<file path="config.mk">
export PLATFORM = sky130hd
export DESIGN_NAME = de_mem_scheduler
export DESIGN_NICKNAME = d
export VERILOG_FILES = /design/src/rtl/de_mem_scheduler.sv
export SDC_FILE = /design/constraint.sdc
export NUM_CORES = 1
export LEC_CHECK = 0
export BUFFER_PORTS_ARGS = -buffer_cell sky130_fd_sc_hd__buf_2
export CAP_MARGIN = 10
export CORE_MARGIN = 3
export CORE_UTILIZATION = 50
export DETAILED_ROUTE_END_ITERATION = 7
export GPL_TIMING_DRIVEN = 0
export PLACE_DENSITY_LB_ADDON = 0.12
export SYNTH_ARGS = -nofsm -noshare
export SYNTH_HDL_FRONTEND = slang
export SYNTH_SLANG_ARGS = --single-unit
</file>
<file path="constraint.sdc">
create_clock -name clk -period 2.3 [get_ports clk]
set_clock_uncertainty 0.2 [all_clocks]
set_input_delay 0.345 -clock clk [delete_from_list [all_inputs] [get_ports clk]]
set_output_delay 0.345 -clock clk [all_outputs]
set_load 0.02 [all_outputs]
</file>
<file path="src/rtl/de_mem_scheduler.sv">
`timescale 1ns/1ps
// ============================================================================
// de_mem_scheduler
// ----------------------------------------------------------------------------
// Command queue and request sequencer between the drawing engine and the de_*
// client port of drawing_mem_ctrl. Commands are buffered in a small FIFO and
// issued strictly in order over the controller's req/ack handshake. Read data
// is returned with a one-cycle rsp_valid pulse. Starvation and transfer
// statistics are also reported.
//
// Ports
//   clk, nreset                 clock, asynchronous active-low reset
//   cmd_valid/cmd_ready         drawing-engine command handshake
//   cmd_rnw, cmd_address,
//   cmd_nbyte, cmd_wdata        command payload (nbyte is active-low)
//   rsp_valid, rsp_data         read result, one-cycle pulse / held data
//   de_req/de_ack               request / acknowledge to the memory controller
//   de_address, de_nbyte,
//   de_rnw, de_wdata            head-of-queue command to the memory controller
//   de_rdata                    read data from the memory controller
//   busy                        queue non-empty
//   starve                      request outstanding for STARVE_LIMIT cycles
//   stat_clear                  synchronous clear of wr_count / rd_count
//   wr_count, rd_count          saturating completed-transfer counters
// ============================================================================
module de_mem_scheduler #(
    parameter int DEPTH        = 4,
    parameter int STARVE_LIMIT = 64
) (
    input  logic        clk,
    input  logic        nreset,

    input  logic        cmd_valid,
    output logic        cmd_ready,
    input  logic        cmd_rnw,
    input  logic [17:0] cmd_address,
    input  logic [3:0]  cmd_nbyte,
    input  logic [31:0] cmd_wdata,

    output logic        rsp_valid,
    output logic [31:0] rsp_data,

    output logic        de_req,
    input  logic        de_ack,
    output logic [17:0] de_address,
    output logic [3:0]  de_nbyte,
    output logic        de_rnw,
    output logic [31:0] de_wdata,
    input  logic [31:0] de_rdata,

    output logic        busy,
    output logic        starve,
    input  logic        stat_clear,
    output logic [15:0] wr_count,
    output logic [15:0] rd_count
);

    localparam int AW = (DEPTH > 1) ? $clog2(DEPTH) : 1;
    localparam int CW = AW + 1;
    localparam int SW = $clog2(STARVE_LIMIT + 1);

    localparam logic [CW-1:0] DEPTH_C  = CW'(DEPTH);
    localparam logic [SW-1:0] STARVE_C = SW'(STARVE_LIMIT);

    typedef struct packed {
        logic        rnw;
        logic [17:0] address;
        logic [3:0]  nbyte;
        logic [31:0] wdata;
    } entry_t;

    // ------------------------------------------------------------------------
    // State
    // ------------------------------------------------------------------------
    entry_t          fifo_mem [DEPTH];
    logic [AW-1:0]   head_q, head_d;
    logic [AW-1:0]   tail_q, tail_d;
    logic [CW-1:0]   count_q, count_d;
    logic [SW-1:0]   starve_cnt_q, starve_cnt_d;
    logic            starve_q, starve_d;
    logic            rsp_valid_q, rsp_valid_d;
    logic [31:0]     rsp_data_q, rsp_data_d;
    logic [15:0]     wr_count_q, wr_count_d;
    logic [15:0]     rd_count_q, rd_count_d;

    logic            fifo_empty;
    logic            push;
    logic            pop;
    entry_t          head_entry;

    // ------------------------------------------------------------------------
    // Handshakes
    // ------------------------------------------------------------------------
    assign fifo_empty = (count_q == '0);
    // Ready depends on the registered count only: a full queue does not accept
    // a command in the same cycle that an entry retires.
    assign cmd_ready  = (count_q != DEPTH_C);
    assign push       = cmd_valid && cmd_ready;
    assign de_req     = !fifo_empty;
    // An ack while nothing is requested is ignored.
    assign pop        = de_req && de_ack;

    // ------------------------------------------------------------------------
    // Storage: written at the tail, head read combinationally so the next
    // entry is on de_* the cycle after a pop, ahead of the next arbitration.
    // ------------------------------------------------------------------------
    always_ff @(posedge clk) begin
        if (push) begin
            fifo_mem[tail_q] <= '{rnw:     cmd_rnw,
                                   address: cmd_address,
                                   nbyte:   cmd_nbyte,
                                   wdata:   cmd_wdata};
        end
    end

    assign head_entry = fifo_mem[head_q];

    // Outputs are masked while empty so they show a zeroed entry with all
    // byte lanes disabled instead of stale storage contents.
    assign de_rnw     = fifo_empty ? 1'b0    : head_entry.rnw;
    assign de_address = fifo_empty ? 18'h0   : head_entry.address;
    assign de_nbyte   = fifo_empty ? 4'b1111 : head_entry.nbyte;
    assign de_wdata   = fifo_empty ? 32'h0   : head_entry.wdata;

    // ------------------------------------------------------------------------
    // Next-state logic
    // ------------------------------------------------------------------------
    always_comb begin
        head_d       = head_q;
        tail_d       = tail_q;
        count_d      = count_q;
        starve_cnt_d = starve_cnt_q;
        rsp_valid_d  = 1'b0;
        rsp_data_d   = rsp_data_q;
        wr_count_d   = wr_count_q;
        rd_count_d   = rd_count_q;

        // Pointers wrap naturally because DEPTH is a power of two.
        if (push) begin
            tail_d = tail_q + AW'(1);
        end
        if (pop) begin
            head_d = head_q + AW'(1);
        end

        unique case ({push, pop})
            2'b10:   count_d = count_q + CW'(1);
            2'b01:   count_d = count_q - CW'(1);
            default: count_d = count_q;
        endcase

        // Read completion captures the data on the edge that ends the ack.
        if (pop && head_entry.rnw) begin
            rsp_valid_d = 1'b1;
            rsp_data_d  = de_rdata;
        end

        // Starvation: counts waiting request cycles, restarts on every pop.
        if (pop || fifo_empty) begin
            starve_cnt_d = '0;
        end else if (de_req && !de_ack && (starve_cnt_q != STARVE_C)) begin
            starve_cnt_d = starve_cnt_q + SW'(1);
        end

        // Clear wins over a same-cycle increment.
        if (stat_clear) begin
            wr_count_d = '0;
            rd_count_d = '0;
        end else if (pop) begin
            if (head_entry.rnw) begin
                if (rd_count_q != 16'hFFFF) begin
                    rd_count_d = rd_count_q + 16'd1;
                end
            end else begin
                if (wr_count_q != 16'hFFFF) begin
                    wr_count_d = wr_count_q + 16'd1;
                end
            end
        end
    end

    assign starve_d = (starve_cnt_d == STARVE_C);

    // ------------------------------------------------------------------------
    // Registers
    // ------------------------------------------------------------------------
    always_ff @(posedge clk or negedge nreset) begin
        if (!nreset) begin
            head_q       <= '0;
            tail_q       <= '0;
            count_q      <= '0;
            starve_cnt_q <= '0;
            starve_q     <= 1'b0;
            rsp_valid_q  <= 1'b0;
            rsp_data_q   <= '0;
            wr_count_q   <= '0;
            rd_count_q   <= '0;
        end else begin
            head_q       <= head_d;
            tail_q       <= tail_d;
            count_q      <= count_d;
            starve_cnt_q <= starve_cnt_d;
            starve_q     <= starve_d;
            rsp_valid_q  <= rsp_valid_d;
            rsp_data_q   <= rsp_data_d;
            wr_count_q   <= wr_count_d;
            rd_count_q   <= rd_count_d;
        end
    end

    assign busy      = !fifo_empty;
    assign starve    = starve_q;
    assign rsp_valid = rsp_valid_q;
    assign rsp_data  = rsp_data_q;
    assign wr_count  = wr_count_q;
    assign rd_count  = rd_count_q;

endmodule

</file>
==> qor.csv <==
stage,metric,value,unit
synthesis,Mapped Avg Cell Area,16.1,µm²
synthesis,"Net Count, Synth",856,
synthesis,yosys warns,0,
critical_path,CP Max Fanout,10,
synthesis,sequential fraction of the synthesis area,0.709,
clock_network,clock slew at reported path FFs,0.06,ns
clock_network,# clock sinks,300,
clock_network,CTS H-tree lvls,1,
sta,Final Hold Fails,0,
synthesis,#FFs+latches synth,300,
clock_network,clock buffer depth,3,
sta,Slew Limit Fails,0,
outcome,status,"complete, but fails checks",
floorplanning,I/O Pins,216,
route,Antenna Nets Post-Route,0,
sta,final setup margin,-0.397,ns
floorplanning,die area,0.0262,mm²
synthesis,Cells after Synth,754,
finish,Antenna diodes,0,
route,Vias,7691,
route,mean number of vias per cell,5.23,
sta,minimum clock period,2.70,ns
finish,post-route cell area,0.0165,mm²
outcome,failing checks,setup timing,
finish,share of post-route cells with drive strength above 1,0.378,
synthesis,largest cells by area after synthesis,"edfxtp_1, dfrtp_1, mux4_2",
synthesis,Yosys top cell by area,edfxtp_1,
clock_network,Root Buffer Master,clkbuf_16,
global_route,largest net degree at the start of global routing,72,
critical_path,crit-path cells,buf_12 -> buf_12 -> mux4_2 -> and2_1 -> buf_2,
global_route,initial antenna violation count,0,
sta,RSZ-0062 raised after global routing,yes,
min_path,Hold WC Path Type,primary input to asynchronous set/reset pin,
placement,Post-DP HPWL,15900,µm
route,DRC viols,0,
power_and_ir_drop,P per Cell Area,1270,mW/mm²
critical_path,Worst path max stage delay,0.51,ns
floorplanning,height of the chip,162,µm
finish,Final #Nets,1228,
flow_run,max-capacitance violation count,0,
sta,final setup fails,93,
route,DRT iter0 DRCs,570,
placement,placed inst area,0.0137,mm²
global_route,global route total overflow,0,
finish,Area Growth Syn to Fin,36.1,%
clock_network,worst-skew pair later-pin latency,0.55,ns
critical_path,WP data arrival,2.15,ns
finish,Util after Layout,0.698,
route,final wirelength,27600,µm
power_and_ir_drop,maximum VDD drop,0.782,mV
sta,worst slew pin tran,0.896,ns
global_route,Tot GR Track Use,0.202,
clock_network,CTS tree,done,
route,WL per Instance,18.8,µm
critical_path,Setup CP Type,flop to output port,
global_route,first-pass GRT wire length,42400,µm
placement,Port Buffers,215,
critical_path,Required @ worst endpoint,1.75,ns
synthesis,Yosys top cell area share,0.544,
route,DRT Pass-1 Iters,4,
clock_network,total CTS buffers,31,
global_route,vias in the first global route,7930,
critical_path,most frequent CP cell,buf_12,
floorplanning,placement row count,56,
synthesis,ys flop type,edfxtp_1,
synthesis,Async SR Flop Fraction,0.267,
synthesis,Post-synth EDFFs,220,
critical_path,Crit-path slowest cell,mux4_2,
critical_path,Crit path max-delay family,multiplexers,
placement,placer congestion estimate,0.776,
critical_path,CP Buf/Inv Count,3,
synthesis,Yosys cell types,51,
critical_path,element type at the critical path start,flop,
synthesis,Syn Std Cell Area,0.0121,mm²
floorplanning,core area,0.0237,mm²
power_and_ir_drop,Pleak,0.00660,µW
floorplanning,die width,162,µm
sta,max frequency,371,MHz
placement,Cells after DPL,1290,
critical_path,Crit. End Element,output port,
floorplanning,Starting Density,0.512,
placement,worst slack at placement,-0.768,ns
sta,max_slew headroom,0.403,
sta,setup TNS,-21.46,ns
finish,Post-Layout Cell Count,1470,
sta,Final Cycle Share,1.17,
==> layout make-up <==
class,count,area (µm²)
buffer,33,377
clock buffer,36,815
timing repair buffer,340,2520
clock inverter,22,165
fill,1616,7160
tap,319,399
sequential,300,8610
inverter,13,61.3
multi-input combinational,407,3570
==> report_power, final <==
group / total, µW / internal (µW) / switching (µW)
registers: 7530 / 7070 / 453
clock network: 4750 / 2750 / 1990
logic: 8710 / 4100 / 4620
total: 21000 / 13900 / 7060
==> per-layer routing <==
layer | vias up | track usage | share of wire
met5 | - | 0 | 0
met4 | 0 | 0.0403 | 0.019
met3 | 42 | 0.0441 | 0.061
met2 | 221 | 0.354 | 0.51
met1 | 3876 | 0.264 | 0.41
li1 | 3552 | - | -
==> sequential cells by signal, indices dropped and copies added (netlist names) <==
register      count
wr_count         16
starve_cnt_q      7
tail_q            2
rd_count         16
head_q            2
fifo_mem        220
starve            1
rsp_data         32
rsp_valid         1
count_q           3
==> synthesized netlist by cell type, types with 5 or more instances <==
| master | number |
|---|---|
| and2_1 | 52 |
| and3_1 | 11 |
| buf_2 | 13 |
| clkbuf_1 | 17 |
| dfrtp_1 | 80 |
| edfxtp_1 | 220 |
| ha_1 | 9 |
| inv_1 | 12 |
| mux2i_1 | 5 |
| mux4_2 | 55 |
| nand2_1 | 112 |
| nand3_1 | 17 |
| nand4_1 | 5 |
| nor2_1 | 41 |
| o211ai_1 | 5 |
| o21ai_0 | 7 |
| xnor2_1 | 18 |
| xor2_1 | 17 |
==> what timing repair did <==
| action | 4_1_cts | 5_1_grt |
|---|---|---|
| hold buffers | 92 | 0 |
| resized for setup | 100 | 81 |
| setup endpoints to repair | 116 | 119 |
| buffers inserted | 11 | 15 |
| endpoints found under the hold margin | 337 | 0 |
| pin swaps | 4 | 16 |
| gates cloned | 1 | 5 |
==> through the flow <==
stage	power [µW]	hold WS [ns]
detailed placement	14600	-0.00561
floorplan	12200	-0.151
global route	22100	0.177
global placement	14500	0.252
CTS	20400	0.150
finish	21000	0.156
==> kinds of logic after synthesis <==
group	Yosys count	synth area share
AOI/OAI and AO/OA	37	0.0252
xor gates and xnor gates	35	0.0253
adders and majority gates	10	0.0109
buffers and inverters	47	0.0165
DFF	300	0.709
muxes	61	0.107
and+or+nand+nor	264	0.106
==> worst reg2reg max path, cell delays in order, from the launching register on <==
cell and delay [ns]:
dfrtp_2 0.43, buf_4 0.13, buf_6 0.08, mux4_2 0.53, buf_6 0.15, buf_6 0.12
nor4_4 0.24, buf_4 0.18, nand4_1 0.11, xor2_1 0.16, nor2_1 0.05
==> cell usage in the layout (no fill, tap or decap), types with 3 or more instances in the layout <==
| cell | netlist | routed |
|---|---|---|
| edfxtp_1 | 220 | 220 |
| buf_2 | 13 | 196 |
| nand2_1 | 112 | 111 |
| dlygate4sd3_1 | 0 | 92 |
| dfrtp_1 | 80 | 76 |
| mux4_2 | 55 | 55 |
| nor2_1 | 41 | 41 |
| and2_1 | 52 | 39 |
| clkbuf_16 | 0 | 36 |
| buf_4 | 2 | 26 |
| buf_6 | 0 | 23 |
| xnor2_1 | 18 | 18 |
| xor2_1 | 17 | 17 |
| nand3_1 | 17 | 14 |
| and2_4 | 0 | 13 |
| buf_12 | 0 | 12 |
| clkinv_2 | 0 | 11 |
| inv_1 | 12 | 9 |
| clkbuf_1 | 17 | 9 |
| ha_1 | 9 | 8 |
| clkinv_1 | 1 | 8 |
| and3_1 | 11 | 7 |
| clkbuf_4 | 0 | 7 |
| o21ai_0 | 7 | 6 |
| mux2i_1 | 5 | 5 |
| nand4_1 | 5 | 5 |
| o211ai_1 | 5 | 5 |
| nand2b_1 | 4 | 4 |
| or2_4 | 0 | 4 |
| and3_4 | 0 | 4 |
| and4_1 | 4 | 4 |
| a211oi_2 | 1 | 4 |
| dfrtp_2 | 0 | 4 |
| a21oi_1 | 4 | 3 |
| buf_8 | 0 | 3 |
==> final timing paths <==
check	startpoint	endpoint	slack (ns)	cells after the start
max	head_q[0]$_DFFE_PN0P_	de_wdata[3]	-0.40	5
min	nreset	wr_count[5]$_DFFE_PN0P_	0.16	3
max reg2reg	head_q[0]$_DFFE_PN0P_	wr_count[12]$_DFFE_PN0P_	-0.23	10
min reg2reg	rsp_data[13]$_DFFE_PN0P_	rsp_data[13]$_DFFE_PN0P_	0.27	2
max in group asynchronous	nreset	wr_count[2]$_DFFE_PN0P_	0.95	3
min in group clk	rsp_data[13]$_DFFE_PN0P_	rsp_data[13]$_DFFE_PN0P_	0.27	2
Power figures use the tool's default switching activity.
